### src/rtl/exec_sequencer_pkg.sv
// ----------------------------------------------------------------------------
// exec_sequencer_pkg
//   Shared types and constants for the pico MIPS execution sequencer.
//   - seq_state_t : sequencer FSM states
//   - op_class_t  : coarse instruction class produced by the decoder
//   - OP_*        : instruction opcodes (6 bit)
//   - ALU_*       : ALU function codes (3 bit)
// ----------------------------------------------------------------------------
package exec_sequencer_pkg;

  typedef enum logic [2:0] {
    IDLE,
    RUN,
    MUL_WAIT,
    IN_WAIT,
    OUT_WAIT
  } seq_state_t;

  localparam seq_state_t SEQ_IDLE_ST = IDLE;

  typedef enum logic [2:0] {
    CLS_ALU,
    CLS_MULT,
    CLS_BRANCH,
    CLS_STIN,
    CLS_LOUT,
    CLS_ILLEGAL
  } op_class_t;

  localparam logic [5:0] OP_ADD  = 6'h00;
  localparam logic [5:0] OP_ADDI = 6'h01;
  localparam logic [5:0] OP_SUB  = 6'h02;
  localparam logic [5:0] OP_SUBI = 6'h03;
  localparam logic [5:0] OP_MULT = 6'h04;
  localparam logic [5:0] OP_BEQ  = 6'h05;
  localparam logic [5:0] OP_BNQ  = 6'h06;
  localparam logic [5:0] OP_JMP  = 6'h07;
  localparam logic [5:0] OP_STIN = 6'h08;
  localparam logic [5:0] OP_LOUT = 6'h09;

  localparam logic [2:0] ALU_NONE = 3'b000;
  localparam logic [2:0] ALU_RADD = 3'b010;
  localparam logic [2:0] ALU_RSUB = 3'b110;

endpackage

### src/rtl/exec_sequencer_if.sv
// ----------------------------------------------------------------------------
// exec_sequencer_if
//   Bundles the decoder/datapath/IO side of the sequencer.
//   master : drives opcode, ZF, in_valid, out_ready (and step when
//            SEQ_SINGLE_STEP_EN is defined); observes the control outputs.
//   slave  : the sequencer itself.
//   Macro SEQ_SINGLE_STEP_EN adds the single-step request signal `step`.
// ----------------------------------------------------------------------------
interface exec_sequencer_if;

  logic [5:0] opcode;
  logic       ZF;
  logic       in_valid;
  logic       out_ready;
`ifdef SEQ_SINGLE_STEP_EN
  logic       step;
`endif
  logic [2:0] alu_func;
  logic       immediate;
  logic       pc_en;
  logic       pc_rel_branch;
  logic       reg_write;
  logic       read_in;
  logic       write_out;
  logic       out_valid;
  logic       in_ack;
  logic       mul_start;
  logic       busy;
  logic       illegal_op;

`ifdef SEQ_SINGLE_STEP_EN
  modport master (
    output opcode, ZF, in_valid, out_ready, step,
    input  alu_func, immediate, pc_en, pc_rel_branch, reg_write, read_in,
           write_out, out_valid, in_ack, mul_start, busy, illegal_op
  );
  modport slave (
    input  opcode, ZF, in_valid, out_ready, step,
    output alu_func, immediate, pc_en, pc_rel_branch, reg_write, read_in,
           write_out, out_valid, in_ack, mul_start, busy, illegal_op
  );
`else
  modport master (
    output opcode, ZF, in_valid, out_ready,
    input  alu_func, immediate, pc_en, pc_rel_branch, reg_write, read_in,
           write_out, out_valid, in_ack, mul_start, busy, illegal_op
  );
  modport slave (
    input  opcode, ZF, in_valid, out_ready,
    output alu_func, immediate, pc_en, pc_rel_branch, reg_write, read_in,
           write_out, out_valid, in_ack, mul_start, busy, illegal_op
  );
`endif

endinterface

### src/rtl/exec_sequencer_decoder.sv
// ----------------------------------------------------------------------------
// exec_sequencer_decoder
//   Purely combinational instruction decoder.
//   i_opcode      : instruction opcode
//   i_zf          : ALU zero flag (for BEQ/BNQ)
//   o_aluFunc     : ALU function code
//   o_immediate   : ALU B operand comes from the immediate field
//   o_readIn      : regfile write data comes from the input port
//   o_regWrite    : instruction writes the regfile (ungated)
//   o_pcRelBranch : PC takes relative offset (ungated)
//   o_opClass     : instruction class used by the sequencer
// ----------------------------------------------------------------------------
module exec_sequencer_decoder
  import exec_sequencer_pkg::*;
(
  input  logic [5:0] i_opcode,
  input  logic       i_zf,
  output logic [2:0] o_aluFunc,
  output logic       o_immediate,
  output logic       o_readIn,
  output logic       o_regWrite,
  output logic       o_pcRelBranch,
  output op_class_t  o_opClass
);

  // Opcode table; anything not listed is reported as illegal.
  always_comb begin
    o_aluFunc     = ALU_NONE;
    o_immediate   = 1'b0;
    o_readIn      = 1'b0;
    o_regWrite    = 1'b0;
    o_pcRelBranch = 1'b0;
    o_opClass     = CLS_ILLEGAL;
    case (i_opcode)
      OP_ADD:  begin o_aluFunc = ALU_RADD; o_regWrite = 1'b1; o_opClass = CLS_ALU; end
      OP_ADDI: begin o_aluFunc = ALU_RADD; o_immediate = 1'b1; o_regWrite = 1'b1; o_opClass = CLS_ALU; end
      OP_SUB:  begin o_aluFunc = ALU_RSUB; o_regWrite = 1'b1; o_opClass = CLS_ALU; end
      OP_SUBI: begin o_aluFunc = ALU_RSUB; o_immediate = 1'b1; o_regWrite = 1'b1; o_opClass = CLS_ALU; end
      OP_MULT: begin o_regWrite = 1'b1; o_opClass = CLS_MULT; end
      OP_BEQ:  begin o_aluFunc = ALU_RSUB; o_pcRelBranch = i_zf;  o_opClass = CLS_BRANCH; end
      OP_BNQ:  begin o_aluFunc = ALU_RSUB; o_pcRelBranch = !i_zf; o_opClass = CLS_BRANCH; end
      OP_JMP:  begin o_pcRelBranch = 1'b1; o_opClass = CLS_BRANCH; end
      OP_STIN: begin o_readIn = 1'b1; o_regWrite = 1'b1; o_opClass = CLS_STIN; end
      OP_LOUT: begin o_opClass = CLS_LOUT; end
      default: begin o_opClass = CLS_ILLEGAL; end
    endcase
  end

endmodule

### src/rtl/exec_sequencer.sv
// ----------------------------------------------------------------------------
// exec_sequencer
//   Multi-cycle control sequencer for the pico MIPS core. Single-cycle ops
//   complete in one cycle; MULT holds the PC for MUL_CYCLES cycles; STIN and
//   LOUT wait on the in_valid / out_ready handshakes. reg_write and pc_en are
//   asserted only in the completion cycle of each instruction.
//   Ports:
//     clk    : system clock
//     reset  : asynchronous active-high reset
//     bus    : exec_sequencer_if.slave (opcode/flags/handshakes in,
//              control strobes out)
//   Parameter MUL_CYCLES : total cycles one MULT occupies (>=1).
//   Macro SEQ_SINGLE_STEP_EN : when defined, a RUN-state instruction only
//   issues in cycles where bus.step is high; wait states finish regardless.
// ----------------------------------------------------------------------------
module exec_sequencer
  import exec_sequencer_pkg::*;
#(
  parameter int MUL_CYCLES = 4
) (
  input  logic             clk,
  input  logic             reset,
  exec_sequencer_if.slave  bus
);

  localparam int CNT_W = $clog2(MUL_CYCLES) + 1;

  seq_state_t       r_state;
  seq_state_t       w_nextState;
  logic [CNT_W-1:0] r_cnt;
  logic [CNT_W-1:0] w_nextCnt;
  logic [5:0]       r_opcode;

  logic             w_inWait;
  logic [5:0]       w_opcodeEff;
  logic             w_issue;
  logic [2:0]       w_decAluFunc;
  logic             w_decImm;
  logic             w_decReadIn;
  logic             w_decRegWrite;
  logic             w_decPcRel;
  op_class_t        w_decClass;

  assign w_inWait = (r_state == MUL_WAIT) || (r_state == IN_WAIT) || (r_state == OUT_WAIT);

  // While waiting, the decoder sees the opcode captured on entry so that a
  // fetch-side opcode change cannot alter the instruction in flight.
  assign w_opcodeEff = w_inWait ? r_opcode : bus.opcode;

`ifdef SEQ_SINGLE_STEP_EN
  assign w_issue = bus.step;
`else
  assign w_issue = 1'b1;
`endif

  exec_sequencer_decoder u_decoder (
    .i_opcode      (w_opcodeEff),
    .i_zf          (bus.ZF),
    .o_aluFunc     (w_decAluFunc),
    .o_immediate   (w_decImm),
    .o_readIn      (w_decReadIn),
    .o_regWrite    (w_decRegWrite),
    .o_pcRelBranch (w_decPcRel),
    .o_opClass     (w_decClass)
  );

  // State, MULT down-counter and latched opcode. Reset drops straight back
  // to IDLE, so no completion strobe can follow an interrupted wait.
  always_ff @(posedge clk or posedge reset) begin
    if (reset) begin
      r_state  <= SEQ_IDLE_ST;
      r_cnt    <= '0;
      r_opcode <= '0;
    end else begin
      r_state <= w_nextState;
      r_cnt   <= w_nextCnt;
      if (r_state == RUN && w_nextState != RUN)
        r_opcode <= bus.opcode;
    end
  end

  // Next-state and control outputs. Everything defaults to 0 so IDLE (and
  // therefore the reset period) drives no strobes at all.
  always_comb begin
    w_nextState       = r_state;
    w_nextCnt         = r_cnt;
    bus.alu_func      = ALU_NONE;
    bus.immediate     = 1'b0;
    bus.pc_en         = 1'b0;
    bus.pc_rel_branch = 1'b0;
    bus.reg_write     = 1'b0;
    bus.read_in       = 1'b0;
    bus.write_out     = 1'b0;
    bus.out_valid     = 1'b0;
    bus.in_ack        = 1'b0;
    bus.mul_start     = 1'b0;
    bus.busy          = w_inWait;
    bus.illegal_op    = 1'b0;

    if (r_state != IDLE) begin
      bus.alu_func  = w_decAluFunc;
      bus.immediate = w_decImm;
    end

    case (r_state)
      IDLE: w_nextState = RUN;

      RUN: begin
        if (w_issue) begin
          case (w_decClass)
            CLS_ALU: begin
              bus.pc_en     = 1'b1;
              bus.reg_write = w_decRegWrite;
            end
            CLS_BRANCH: begin
              bus.pc_en         = 1'b1;
              bus.pc_rel_branch = w_decPcRel;
            end
            CLS_MULT: begin
              bus.mul_start = 1'b1;
              if (MUL_CYCLES == 1) begin
                bus.reg_write = w_decRegWrite;
                bus.pc_en     = 1'b1;
              end else begin
                // Issue cycle counts as the first of MUL_CYCLES, and the
                // completion cycle is the one where the counter reads 0.
                w_nextCnt   = CNT_W'(MUL_CYCLES - 2);
                w_nextState = MUL_WAIT;
              end
            end
            CLS_STIN: begin
              if (bus.in_valid) begin
                bus.read_in   = w_decReadIn;
                bus.reg_write = w_decRegWrite;
                bus.in_ack    = 1'b1;
                bus.pc_en     = 1'b1;
              end else begin
                w_nextState = IN_WAIT;
              end
            end
            CLS_LOUT: begin
              bus.out_valid = 1'b1;
              if (bus.out_ready) begin
                bus.write_out = 1'b1;
                bus.pc_en     = 1'b1;
              end else begin
                w_nextState = OUT_WAIT;
              end
            end
            default: begin
              bus.pc_en      = 1'b1;
              bus.illegal_op = 1'b1;
            end
          endcase
        end
      end

      MUL_WAIT: begin
        if (r_cnt != '0) begin
          w_nextCnt = r_cnt - CNT_W'(1);
        end else begin
          bus.reg_write = w_decRegWrite;
          bus.pc_en     = 1'b1;
          w_nextState   = RUN;
        end
      end

      IN_WAIT: begin
        if (bus.in_valid) begin
          bus.read_in   = w_decReadIn;
          bus.reg_write = w_decRegWrite;
          bus.in_ack    = 1'b1;
          bus.pc_en     = 1'b1;
          w_nextState   = RUN;
        end
      end

      OUT_WAIT: begin
        bus.out_valid = 1'b1;
        if (bus.out_ready) begin
          bus.write_out = 1'b1;
          bus.pc_en     = 1'b1;
          w_nextState   = RUN;
        end
      end

      default: w_nextState = IDLE;
    endcase
  end

endmodule
### src/flat_wrapper.sv
// flat-port wrapper written by rule: the top's interface ports become plain ports
module exec_sequencer_flat import exec_sequencer_pkg::*;
#(
  parameter int MUL_CYCLES = 4
)
  (clk, reset, bus_opcode, bus_ZF, bus_in_valid, bus_out_ready, bus_alu_func, bus_immediate, bus_pc_en, bus_pc_rel_branch, bus_reg_write, bus_read_in, bus_write_out, bus_out_valid, bus_in_ack, bus_mul_start, bus_busy, bus_illegal_op);
  exec_sequencer_if bus_i ();
  input  logic clk;
  input  logic reset;
  input wire logic [$bits(bus_i.opcode)-1:0] bus_opcode;
  input wire logic [$bits(bus_i.ZF)-1:0] bus_ZF;
  input wire logic [$bits(bus_i.in_valid)-1:0] bus_in_valid;
  input wire logic [$bits(bus_i.out_ready)-1:0] bus_out_ready;
  output wire logic [$bits(bus_i.alu_func)-1:0] bus_alu_func;
  output wire logic [$bits(bus_i.immediate)-1:0] bus_immediate;
  output wire logic [$bits(bus_i.pc_en)-1:0] bus_pc_en;
  output wire logic [$bits(bus_i.pc_rel_branch)-1:0] bus_pc_rel_branch;
  output wire logic [$bits(bus_i.reg_write)-1:0] bus_reg_write;
  output wire logic [$bits(bus_i.read_in)-1:0] bus_read_in;
  output wire logic [$bits(bus_i.write_out)-1:0] bus_write_out;
  output wire logic [$bits(bus_i.out_valid)-1:0] bus_out_valid;
  output wire logic [$bits(bus_i.in_ack)-1:0] bus_in_ack;
  output wire logic [$bits(bus_i.mul_start)-1:0] bus_mul_start;
  output wire logic [$bits(bus_i.busy)-1:0] bus_busy;
  output wire logic [$bits(bus_i.illegal_op)-1:0] bus_illegal_op;
  assign bus_i.opcode = bus_opcode;
  assign bus_i.ZF = bus_ZF;
  assign bus_i.in_valid = bus_in_valid;
  assign bus_i.out_ready = bus_out_ready;
  assign bus_alu_func = bus_i.alu_func;
  assign bus_immediate = bus_i.immediate;
  assign bus_pc_en = bus_i.pc_en;
  assign bus_pc_rel_branch = bus_i.pc_rel_branch;
  assign bus_reg_write = bus_i.reg_write;
  assign bus_read_in = bus_i.read_in;
  assign bus_write_out = bus_i.write_out;
  assign bus_out_valid = bus_i.out_valid;
  assign bus_in_ack = bus_i.in_ack;
  assign bus_mul_start = bus_i.mul_start;
  assign bus_busy = bus_i.busy;
  assign bus_illegal_op = bus_i.illegal_op;
  exec_sequencer #(.MUL_CYCLES(MUL_CYCLES)) u_core (.clk(clk), .reset(reset), .bus(bus_i));
endmodule
### config.mk
export PLATFORM = sky130hd
export DESIGN_NAME = exec_sequencer_flat
export DESIGN_NICKNAME = d
export VERILOG_FILES = /design/src/rtl/exec_sequencer_pkg.sv /design/src/rtl/exec_sequencer_if.sv /design/src/rtl/exec_sequencer_decoder.sv /design/src/rtl/exec_sequencer.sv /design/src/flat_wrapper.sv
export SDC_FILE = /design/constraint.sdc
export NUM_CORES = 1
export LEC_CHECK = 0
export ABC_AREA = 0
export BUFFER_PORTS_ARGS = -buffer_cell sky130_fd_sc_hd__buf_2
export CAP_MARGIN = 30
export CORE_ASPECT_RATIO = 1.1
export CORE_MARGIN = 4
export CORE_UTILIZATION = 50
export CTS_CLUSTER_SIZE = 40
export DETAILED_ROUTE_END_ITERATION = 10
export PLACE_DENSITY = 0.74
export RECOVER_POWER = 100
export SYNTH_ARGS = -nofsm -noshare
export SYNTH_HDL_FRONTEND = slang
export SYNTH_SLANG_ARGS = --single-unit
export TNS_END_PERCENT = 1
### constraint.sdc
create_clock -name clk -period 3.9 [get_ports clk]
set_input_delay 0.585 -clock clk [delete_from_list [all_inputs] [get_ports clk]]
set_output_delay 0.585 -clock clk [all_outputs]
set_load 0.03 [all_outputs]
Word-level counts from Yosys, hierarchy flattened --
Cells that the tools add are included.
Word-level totals: latch bits 0, ROM bits 0, RAM bits 0, memories kept 0, bits in registers 12, input port bits 11, output and inout bits 14
Cells by class: reductions and logical operators 18, div/mod/pow operators 0, eq/ne operators 20, $mul 0, magnitude comparators 0, shift-type cells 0, multiplexer cells 43, bitwise operators 0, add/subtract/negate cells 1
Operator list (count):
- 3-bit case mux with 5 select lines | 2
- 6-bit by 3-bit == test with 1-bit output (second input constant) | 4
- 3-bit 2-to-1 mux | 8
- 1-bit 2-to-1 mux | 20
- 3-bit by 2-bit == test with 1-bit output (second input constant) | 4
- 6-bit by 2-bit == test with 1-bit output (second input constant) | 2
- 6-bit by 4-bit == test with 1-bit output (second input constant) | 2
- 3-bit case mux with 2 select lines | 2
- 1-bit case mux with 2 select lines | 5
- 1-bit case mux with 3 select lines | 3
- 3-bit case mux with 3 select lines | 1
- 4-bit OR reduction | 2
- 3-bit by 1-bit == test with 1-bit output (second input constant) | 2
- 3-bit == test (second input constant) | 2
- 6-bit by 1-bit == test with 1-bit output (second input constant) | 1
- 3-bit logical NOT | 2
- 6-bit logical NOT | 1
- 6-bit 2-to-1 mux | 1
- 3-bit nonzero test | 2
- 6-bit OR reduction | 1
- 5-bit OR reduction | 1
- 2-bit inequality test (second input constant) | 2
- 1-bit case mux with 4 select lines | 1
- 2-bit OR reduction | 2
- other kinds (8) | 9

Longest topological paths before layout --
depth after elaboration 12, depth in mapped cells 9, mapped depth without buffers 8

Modules after synthesis --
From an unflattened synthesis, not the netlist that was laid out.
Second synthesis, totals: cells, all modules 117, area total of the unflattened synthesis 1091.0 um^2
Modules (own cells, without submodules):
- exec_sequencer | times used 1, cells each 92, seq. area each 300.3 um^2, area an instance 930.9 um^2
- exec_sequencer_decoder | times used 1, cells each 25, seq. area each 0.0 um^2, area an instance 160.2 um^2

Worst setup path after synthesis --
OpenSTA, ideal clock, no wires.
path type flip-flop to output port, start point register u_core.r_state[0], end point output bus_reg_write, setup slack -0.332 ns, cell stages (with the launch flop) 8, arrival time 3.647 ns, required time 3.315 ns, cells stage by stage dfrtp_1 > buf_6 > or3b_4 > nand2_1 > mux2_2 > nor3_1 > o211ai_1 > a2111oi_0
Between the ends: word-level cells in the longest chain between the ends 10, elaborated cells between the ends (all ways) 28
RTL lines:
- start, declared | RTL line exec_sequencer.sv:28 | seq_state_t r_state;
- start signal, assigned | RTL line exec_sequencer.sv:75 | r_state <= w_nextState;
- 3-bit by 2-bit == test with 1-bit output | RTL line exec_sequencer.sv:44 | assign w_inWait = (r_state == MUL_WAIT) || (r_state == IN_WAIT) || (r_state == OUT_WAIT);
- 1-bit logical OR | RTL line exec_sequencer.sv:44
- 1-bit logical OR * | RTL line exec_sequencer.sv:44
- via bus_busy | RTL line flat_wrapper.sv:24 | output wire logic [$bits(bus_i.busy)-1:0] bus_busy;
- 6-bit 2-to-1 mux * | RTL line exec_sequencer.sv:48 | assign w_opcodeEff = w_inWait ? r_opcode : bus.opcode;
- 6-bit by 2-bit == test with 1-bit output, or another cell as far along | RTL line exec_sequencer_decoder.sv:34 | case (i_opcode)
- 4-bit OR reduction (no line), or another cell as far along
- 3-bit case mux with 5 select lines or 1-bit 2-to-1 mux (tied branches) | RTL line exec_sequencer_decoder.sv:34
- 3-bit by 2-bit == test with 1-bit output, or another cell as far along | RTL line exec_sequencer.sv:110 | case (w_decClass)
- 1-bit case mux with 2 select lines | RTL line exec_sequencer.sv:110
- 1-bit case mux with 3 select lines * | RTL line exec_sequencer.sv:105 | case (r_state)
- end, declared | RTL line flat_wrapper.sv:18 | output wire logic [$bits(bus_i.reg_write)-1:0] bus_reg_write;
Mark *: on every way through the listed nets, which the timed path passes. The rest lies on a longest branch.

Worst setup path after layout --
start point register u_core.r_state[1], end point output bus_reg_write
Between the ends: word-level cells in the longest chain between the ends 10, elaborated cells between the ends (all ways) 28
RTL lines (RTL line):
- 3-bit by 2-bit == test with 1-bit output | exec_sequencer.sv:44, exec_sequencer.sv:105
- 1-bit logical OR (2 in a row) | exec_sequencer.sv:44
- 6-bit 2-to-1 mux | exec_sequencer.sv:48
- 6-bit by 2-bit == test with 1-bit output, or another cell as far along | exec_sequencer_decoder.sv:34
- 4-bit OR reduction (no line), or another cell as far along
- 3-bit case mux with 5 select lines or 1-bit 2-to-1 mux (tied branches) | exec_sequencer_decoder.sv:34
- 3-bit by 2-bit == test with 1-bit output, or another cell as far along | exec_sequencer.sv:110
- 1-bit case mux with 2 select lines | exec_sequencer.sv:110
- 1-bit case mux with 3 select lines * | exec_sequencer.sv:105
Mark *: on every way between the ends. The rest lies on a longest branch, timed or not.

==> qor.txt <==
status - finished, final reports clean
sequential cell area fraction in the yosys report - 0.302
final net count - 158
delay-heaviest family, CP - simple AND/OR/NAND/NOR gates
Routed Antenna Nets - 0
Initial Utilization - 0.540
FP Rows - 16
vias in the first global route - 869
DR vias/cell - 5.88
core area - 1840 um^2
Net Sw Frac - 0.465
clock root cell - clkbuf_4
static leakage power - 0.502 nW
Hold Path Class - primary input to async pin
design area - 1100 um^2
io pins - 25
# DRC - 0
GRT overflow - 0
Final setup viols - 0
die width - 50.5 um
Clock Skews - 0.00412 ns
max_cap viols - 0
Setup TNS - 0 ns
Achievable Freq - 277 MHz
area delta synth->final - 10.8%
Fin Hold WS - 0.308 ns
CTS tree - done
Avg Inst Size Synth - 8.09 um^2
sw power - 0.241 mW
Pint - 0.277 mW
CTS sink cnt - 12
RSZ-0062 raised after global routing - no
library cells used by synthesis - 43
Tot Pwr - 0.518 mW
Yosys top cell area share - 0.302
WL/cell - 14.2 um
commonest cells after routing, fill and taps aside - 17 x nor2_1, 12 x dfrtp_1, 11 x buf_2, 11 x clkbuf_1
largest net degree at the start of global routing - 15
Arr. time, crit path - 3.03 ns
number of synthesized register bits - 12
Bufs on Longest Clock Path - 2
ranking of synthesized cells by area - dfrtp_1 30%, nor2_1 6.4%, a21oi_1 4.5%
worst-path maximum fanout - 14
max incr delay on CP - 0.52 ns
PortBufs - 23
yosys warns - 0
Cells after Synth - 123
chip height - 54.8 um
Comb power frac - 0.498
cts hold-fix bufs - 0
Worst setup EP type - output pin
dpl cell area - 1110 um^2
postcts setup bufs - 0
CP required - 3.31 ns
slowest cell on the critical path - dfrtp_1
CTS buffer count - 3
CP Cell Sequence - or3b_4, nand2_1, mux2_2, nor3_1, o211ai_1, a2111oi_1, clkbuf_2
Final GP Congestion - 0.965
Seq pwr share - 0.370
DP Wirelength - 1.95 mm
fin crit share - 0.927
clk_lat worst skew - 0.26 ns
fin util - 0.599
Max VDD drop - 231 uV
pwr dens - 470 nW/um^2
Tmin final - 3.62 ns
share of layout cells above drive strength 1 - 0.154
commonest non-fill, non-tap cell in the layout - nor2_1
Post-CTS Resized - 0
All-Layer GR Usage - 0.192
first-pass GRT wire length - 3.97 mm
Die Footprint - 2770 um^2
cell taking the most area after synthesis - dfrtp_1
DR iter-0 viols - 39
Buf+Inv Stages, Crit Path - 1
crit start category - flip-flop
ys async rst share - 1.00
Post-synth top flop - dfrtp_1
antenna cell count - 0
via count - 999
Clock power frac - 0.132
final WL - 2.42 mm
initial antenna violation count - 0
syn nets - 136
Final Hold Fails - 0
htree depth - 1
number of synthesized flops with an enable pin - 0
mapped cell area - 995 um^2
max-slew violation count - 0
WS Path Type - flip-flop to output pin
R2R Setup Slk - 0.96 ns
DR pass1 iterations - 4
Clock transition at path regs - 0.06 ns
## cell usage after synthesis, types with 3 or more instances
| master | instances |
|---|---|
| dfrtp_1 | 12 |
| and2_1 | 4 |
| nand2_1 | 8 |
| a21oi_1 | 9 |
| nor2_1 | 17 |
| nand3_1 | 3 |
| o21ai_0 | 8 |
| nor3_1 | 9 |
| inv_1 | 9 |
## power by group through the flow
stage	combinational [mW]	clock [mW]	sequential, mW
6_report	0.258	0.0684	0.192
5_1_grt	0.287	0.0777	0.197
4_1_cts	0.270	0.0726	0.191
3_5_place_dp	0.269	0	0.194
3_3_place_gp	0.266	0	0.191
2_1_floorplan	0.233	0	0.176
## stage by stage
step / worst slack [ns] / cells
2_1_floorplan: 0.0708 / 123
5_1_grt: 0.0281 / 170
3_5_place_dp: 0.618 / 167
3_3_place_gp: 0.683 / 167
6_report: 0.284 / 170
4_1_cts: 0.312 / 170
## final cells by class
cell class	count	area [um^2]
Sequential cell	12	300
Tap cell	27	33.8
Timing Repair Buffer	23	101
Fill cell	196	739
Multi-Input combinational cell	95	607
Clock buffer	3	22.5
Inverter	10	37.5
## final timing paths
check                             startpoint                  to  cells past startpoint
hold reg to reg              u_core.r_cnt[1]     u_core.r_cnt[1]                      1
setup / recovery           u_core.r_state[1]       bus_reg_write                      7
min in group clk             u_core.r_cnt[1]     u_core.r_cnt[1]                      1
setup reg to reg           u_core.r_state[1]  u_core.r_opcode[0]                      7
max in group asynchronous              reset  u_core.r_opcode[5]                      2
hold / removal                         reset   u_core.r_state[2]                      2
## flip-flops by register name, indices dropped and copies added, names as in the netlist
| name | cells |
|---|---|
| u_core.r_cnt | 3 |
| u_core.r_opcode | 6 |
| u_core.r_state | 3 |
## metal layers
layer,vias to the layer above,global-route usage,share of wire
met5,-,0,0
met4,0,0.108,0.028
met3,6,0.0272,0.090
met2,59,0.320,0.45
met1,456,0.242,0.43
li1,478,-,-
## cells by family (layout without fill, tap and decap cells)
kind of cell | count (synthesis) | after routing | synth area share
DFF | 12 | 12 | 0.302
and+or+nand+nor | 54 | 54 | 0.288
AOI/OAI and AO/OA | 33 | 33 | 0.249
adders and majority gates | 2 | 2 | 0.0252
muxes | 5 | 5 | 0.0579
other | 1 | 1 | 0.00377
buffers and inverters | 16 | 36 | 0.0742
Power figures use the tool's default switching activity.
